==> src/rtl/addr_signed_tmr_pipe.sv <==
// addr_signed_tmr_pipe
//   Signed WIDTH-bit adder producing a WIDTH+1-bit sum, built as a two-stage
//   valid/ready pipeline. Three redundant adder replicas are combined by a
//   bitwise majority voter. Saturating counters track corrected and
//   uncorrectable results, and a fault-injection port can corrupt one replica.
//
// Ports
//   clk, rst_n            clock, synchronous active-low reset
//   in_valid/in_ready     operand handshake; in_a, in_b signed operands
//   out_valid/out_ready   result handshake; out_sum voted signed sum
//   out_corr              exactly one replica disagreed and was outvoted
//   out_err               no two replicas agree; out_sum carries replica 0
//   fi_en/fi_sel/fi_mask  XOR fi_mask into replica fi_sel (3 = none)
//   clr_cnt               synchronous clear of counters and err_sticky
//   corr_cnt, err_cnt     saturating result counters
//   err_sticky            latched on any out_err handshake
module addr_signed_tmr_pipe #(
    parameter int WIDTH = 8,
    parameter int CNT_W = 8
) (
    input  logic             clk,
    input  logic             rst_n,
    input  logic             in_valid,
    output logic             in_ready,
    input  logic [WIDTH-1:0] in_a,
    input  logic [WIDTH-1:0] in_b,
    output logic             out_valid,
    input  logic             out_ready,
    output logic [WIDTH:0]   out_sum,
    output logic             out_corr,
    output logic             out_err,
    input  logic             fi_en,
    input  logic [1:0]       fi_sel,
    input  logic [WIDTH:0]   fi_mask,
    input  logic             clr_cnt,
    output logic [CNT_W-1:0] corr_cnt,
    output logic [CNT_W-1:0] err_cnt,
    output logic             err_sticky
);

    function automatic logic signed [WIDTH:0] add_sxt(input logic signed [WIDTH-1:0] a,
                                                      input logic signed [WIDTH-1:0] b);
        logic signed [WIDTH:0] a_x;
        logic signed [WIDTH:0] b_x;
        a_x = {a[WIDTH-1], a};
        b_x = {b[WIDTH-1], b};
        return a_x + b_x;
    endfunction

    function automatic logic [CNT_W-1:0] sat_inc(input logic [CNT_W-1:0] c);
        return (&c) ? c : c + 1'b1;
    endfunction

    logic                    s1_vld_q, s1_vld_d;
    logic signed [WIDTH-1:0] a_p1_q, a_p1_d;
    logic signed [WIDTH-1:0] b_p1_q, b_p1_d;
    logic                    s2_vld_q, s2_vld_d;
    logic signed [WIDTH:0]   sum_p2_q, sum_p2_d;
    logic                    corr_p2_q, corr_p2_d;
    logic                    err_p2_q, err_p2_d;
    logic [CNT_W-1:0]        corr_cnt_q, corr_cnt_d;
    logic [CNT_W-1:0]        err_cnt_q, err_cnt_d;
    logic                    sticky_q, sticky_d;

    logic                    s1_advance, s1_load, s2_load, out_hs;
    logic signed [WIDTH:0]   r0_sum, r1_sum, r2_sum, vote_sum;
    logic                    agree, pair;

    // Ready depends only on registered state and out_ready.
    assign s1_advance = !s2_vld_q || out_ready;
    assign in_ready   = !s1_vld_q || s1_advance;
    assign s1_load    = in_valid && in_ready;
    assign s2_load    = s1_vld_q && s1_advance;
    assign out_hs     = s2_vld_q && out_ready;

    // ---- stage 1 -> stage 2: replicas, fault injection and voting ----
    assign r0_sum = add_sxt(a_p1_q, b_p1_q) ^ ((fi_en && fi_sel == 2'd0) ? fi_mask : '0);
    assign r1_sum = add_sxt(a_p1_q, b_p1_q) ^ ((fi_en && fi_sel == 2'd1) ? fi_mask : '0);
    assign r2_sum = add_sxt(a_p1_q, b_p1_q) ^ ((fi_en && fi_sel == 2'd2) ? fi_mask : '0);

    assign vote_sum = (r0_sum & r1_sum) | (r0_sum & r2_sum) | (r1_sum & r2_sum);
    assign agree    = (r0_sum == r1_sum) && (r1_sum == r2_sum);
    assign pair     = (r0_sum == r1_sum) || (r0_sum == r2_sum) || (r1_sum == r2_sum);

    always_comb begin
        s1_vld_d  = s1_vld_q;
        a_p1_d    = a_p1_q;
        b_p1_d    = b_p1_q;
        s2_vld_d  = s2_vld_q;
        sum_p2_d  = sum_p2_q;
        corr_p2_d = corr_p2_q;
        err_p2_d  = err_p2_q;

        if (s1_load) begin
            a_p1_d = in_a;
            b_p1_d = in_b;
        end
        if (s1_advance || s1_load) begin
            s1_vld_d = s1_load;
        end

        if (s2_load) begin
            s2_vld_d  = 1'b1;
            sum_p2_d  = pair ? vote_sum : r0_sum;
            corr_p2_d = pair && !agree;
            err_p2_d  = !pair;
        end else if (out_hs) begin
            s2_vld_d  = 1'b0;
        end
    end

    // Counters advance once per output handshake; a clear in the same cycle wins.
    always_comb begin
        corr_cnt_d = corr_cnt_q;
        err_cnt_d  = err_cnt_q;
        sticky_d   = sticky_q || (out_hs && err_p2_q);
        if (clr_cnt) begin
            corr_cnt_d = '0;
            err_cnt_d  = '0;
            sticky_d   = out_hs && err_p2_q;
        end else if (out_hs) begin
            if (corr_p2_q) corr_cnt_d = sat_inc(corr_cnt_q);
            if (err_p2_q)  err_cnt_d  = sat_inc(err_cnt_q);
        end
    end

    // ---- stage 1 registers ----
    always_ff @(posedge clk) begin
        if (!rst_n) begin
            s1_vld_q <= 1'b0;
        end else begin
            s1_vld_q <= s1_vld_d;
        end
        a_p1_q <= a_p1_d;
        b_p1_q <= b_p1_d;
    end

    // ---- stage 2 registers and counters ----
    always_ff @(posedge clk) begin
        if (!rst_n) begin
            s2_vld_q   <= 1'b0;
            sum_p2_q   <= '0;
            corr_p2_q  <= 1'b0;
            err_p2_q   <= 1'b0;
            corr_cnt_q <= '0;
            err_cnt_q  <= '0;
            sticky_q   <= 1'b0;
        end else begin
            s2_vld_q   <= s2_vld_d;
            sum_p2_q   <= sum_p2_d;
            corr_p2_q  <= corr_p2_d;
            err_p2_q   <= err_p2_d;
            corr_cnt_q <= corr_cnt_d;
            err_cnt_q  <= err_cnt_d;
            sticky_q   <= sticky_d;
        end
    end

    assign out_valid  = s2_vld_q;
    assign out_sum    = sum_p2_q;
    assign out_corr   = corr_p2_q;
    assign out_err    = err_p2_q;
    assign corr_cnt   = corr_cnt_q;
    assign err_cnt    = err_cnt_q;
    assign err_sticky = sticky_q;

endmodule
==> config.mk <==
export PLATFORM = sky130hd
export DESIGN_NAME = addr_signed_tmr_pipe
export DESIGN_NICKNAME = d
export VERILOG_FILES = /design/src/rtl/addr_signed_tmr_pipe.sv
export SDC_FILE = /design/constraint.sdc
export NUM_CORES = 1
export LEC_CHECK = 0
export ABC_AREA = 1
export BUFFER_PORTS_ARGS = -buffer_cell sky130_fd_sc_hd__buf_2
export CORE_AREA = 2 2 99 101
export CTS_BUF_LIST = sky130_fd_sc_hd__clkbuf_8
export DETAILED_ROUTE_END_ITERATION = 12
export DIE_AREA = 0 0 101 103
export SLEW_MARGIN = 25
export SYNTH_ARGS = -nofsm -noshare
export SYNTH_HDL_FRONTEND = slang
export SYNTH_SLANG_ARGS = --single-unit
==> constraint.sdc <==
create_clock -name clk -period 3.3 [get_ports clk]
set_input_delay 0 -clock clk [delete_from_list [all_inputs] [get_ports clk]]
set_output_delay 0 -clock clk [all_outputs]
set_load 0.03 [all_outputs]
==> impl_metrics.json <==
{
  "synth_area_um2": 3390,
  "viasPerCell": 4.73,
  "port_buffers": 62,
  "groute.usage.overall_pct": 14.9,
  "synth_flop_cell": "dfxtp_1",
  "finalSetupViolations": 0,
  "finalCritPeriodShare_pct": 92.3,
  "finalCriticalPeriod_ns": 3.04,
  "firstDrtPassIters": 4,
  "clk-insertion-delay-late_ns": 0.30,
  "n_fill_cell": 965,
  "tightest_slew_ns": 0.791,
  "power.share.switching_pct": 33.6,
  "htree_levels": 2,
  "drive_gt1_share_pct": 24.1,
  "crit_required_ns": 3.52,
  "yosysUniqueCellTypes": 40,
  "tns_ns": 0,
  "synth_top_area_share_pct": 17.7,
  "syn_to_final_growth_pct": 22.7,
  "p_seq_share_pct": 38.9,
  "wl_per_cell_um": 12.0,
  "fin_cells": 629,
  "grt_pass1_vias": 2801,
  "cellPowerDensity_nw_per_um2": 383,
  "ys_seq_area_share_pct": 31.9,
  "max_freq_mhz": 328,
  "arrival_ns": 3.27,
  "diodes": 0,
  "rows": 36,
  "root_buffer": "clkbuf_8",
  "cap_viol_max_count": 0,
  "synth_area_leader_cell": "dfxtp_1",
  "hold_path_class": "primary input to flop",
  "overflow": 0,
  "critPathCaptureType": "flop",
  "p_comb_share_pct": 35.3,
  "yosys-top-cells-area": "dfxtp_1 (18%), edfxtp_1 (14%), ha_1 (14%)",
  "clk_path_buf_depth": 2,
  "final_nets": 585,
  "cts_inserted_buffers": 5,
  "status": "completed",
  "synth_cells": 430,
  "place_congestion": 0.863,
  "die_w_um": 101,
  "drt-total-wl_um": 7520,
  "antenna_found_initial": 0,
  "skew_ns": 0.0116,
  "ys_ff_latch": 46,
  "die_area_um2": 10400,
  "register_area_um2": 1080,
  "synth_warnings": 0,
  "drc": 0,
  "postCtsSetupBuffers": 0,
  "crit_fanout": 9,
  "drtIter0Drc": 120,
  "synth_commonest_cells": "nand2_1 (86), inv_1 (57), nor2_1 (40), ha_1 (37), dfxtp_1 (30)",
  "path_clk_slew_ns": 0.08,
  "grt_max_degree": 17,
  "io_pins": 63,
  "coreArea_um2": 9460,
  "p_leak_nw": 2.04,
  "rsz0062_at_grt": "no",
  "peakVddDrop_v": 0.000199,
  "cts_tree": "yes",
  "p_int_mw": 1.06,
  "ant_nets": 0,
  "die_h_um": 103,
  "grt_pass1_wl_um": 12300,
  "p_total_mw": 1.59,
  "initial_core_util_pct": 35.8,
  "clockPowerShare_pct": 25.8,
  "drv_slew": 0,
  "synth-edff-count": 16,
  "startpoint_type": "flop",
  "syn_avg_cell_area_um2": 7.88,
  "synth.most_common_cell": "nand2_1",
  "cts.sinks": 46,
  "synth_nets": 501,
  "hold_viol": 0,
  "p_sw_mw": 0.536,
  "multi_input_area_um2": 2080,
  "path_class": "flop to flop",
  "hpwl_um": 6190,
  "synthArstFlopShare_pct": 0,
  "dp.cells": 604,
  "slew_headroom_pct": 47.1,
  "vias": 2976
}
==> worst max-delay path, cell delays in order, from the launching register on <==
cell	delay, ns
edfxtp_1	0.34
ha_1	0.18
inv_1	0.06
fa_1	0.39
inv_1	0.07
nand2_1	0.05
nand2_2	0.10
nand3_1	0.10
nand3_1	0.11
nand2_2	0.11
nand2_1	0.09
nand2_1	0.08
ha_1	0.30
nor3_1	0.25
nand4_1	0.14
nand3_2	0.18
inv_4	0.09
nand3_1	0.12
nand2_1	0.08
a21oi_2	0.11
==> power groups by stage <==
stage	registers, mW	clock network [mW]	logic [mW]
after detailed placement	0.633	0	0.536
final	0.620	0.411	0.563
after CTS	0.620	0.425	0.554
after global placement	0.633	0	0.524
after floorplan	0.652	0	0.365
after global routing	0.623	0.449	0.638
==> flip-flops by register name, indices dropped and copies added, names as in the netlist <==
| signal | count |
|---|---|
| corr_cnt | 8 |
| err_cnt | 8 |
| b_p1_q | 8 |
| s1_vld_q | 1 |
| out_corr | 1 |
| err_sticky | 1 |
| a_p1_q | 8 |
| out_sum | 9 |
| out_err | 1 |
| out_valid | 1 |
==> final cells by class <==
class,instances,area share (%)
multi-input cells,316,50.1
flip-flops and latches,46,26.0
repair buffers,82,12.1
inverters,63,5.75
well taps,114,3.43
clock buffers,5,1.66
clock inverters,3,0.993
==> per-stage QoR <==
step           util (%)  instance area [µm²]  hold slack (ns)  worst slack (ns)
2_1_floorplan         -                 3390           0.0989             0.561
3_3_place_gp       40.5                 3830            0.176             0.206
3_5_place_dp       40.5                 3830            0.178             0.141
4_1_cts            43.5                 4110           0.0271             0.103
5_1_grt            44.0                 4160           0.0433           0.00573
6_report           44.0                 4160           0.0218             0.255
==> layout by cell type, fill, tap and decap left out, drive strengths merged <==
cell type / instances
bufinv: 1
a31oi: 1
o211a: 1
o21ai: 13
or3: 1
a21oi: 29
xor2: 21
nand4: 6
dlygate4sd3: 17
ha: 37
clkbuf: 5
o21bai: 1
edfxtp: 16
inv: 64
nor3: 17
o21a: 2
a211oi: 1
a41oi: 1
nor2: 42
dfxtp: 30
nand2: 100
nand3: 29
buf: 65
nand3b: 3
xnor2: 7
or2: 3
fa: 1
clkinvlp: 1
==> logic make-up (layout without fill, tap and decap cells) <==
kind of cell	count (synthesis)	count (layout)	synth area share (%)
buffers and inverters	68	153	7.90
AND/OR/NAND/NOR	201	201	29.3
XOR/XNOR	28	28	7.79
adder cells (fa/ha/maj)	38	38	14.3
AO/OA/AOI/OAI	49	49	8.83
flip-flops	46	46	31.9
==> path summary, 6_finish.rpt <==
kind / from / end / slack (ns) / cells after the start
setup / recovery: a_p1_q[0] / out_sum[5] / 0.26 / 19
hold reg to reg: err_sticky / err_sticky / 0.46 / 2
hold / removal: in_valid / s1_vld_q / 0.02 / 3
setup reg to reg: a_p1_q[0] / out_sum[5] / 0.26 / 19
==> layer usage <==
| layer | up-vias | share of wire (%) | global-route usage [%] |
|---|---|---|---|
| met5 | - | 0 | 0 |
| met4 | 0 | 1.8 | 3.64 |
| met3 | 10 | 4.1 | 2.92 |
| met2 | 46 | 51 | 28.1 |
| met1 | 1354 | 43 | 17.3 |
| li1 | 1566 | - | - |
==> repair_timing <==
action / in CTS / in global routing
hold buffers: 17 / 0
setup endpoints to repair: 0 / 10
gates resized for setup: 0 / 8
endpoints found under the hold margin: 18 / 0
Note: power is estimated with default switching activity, not from simulation.
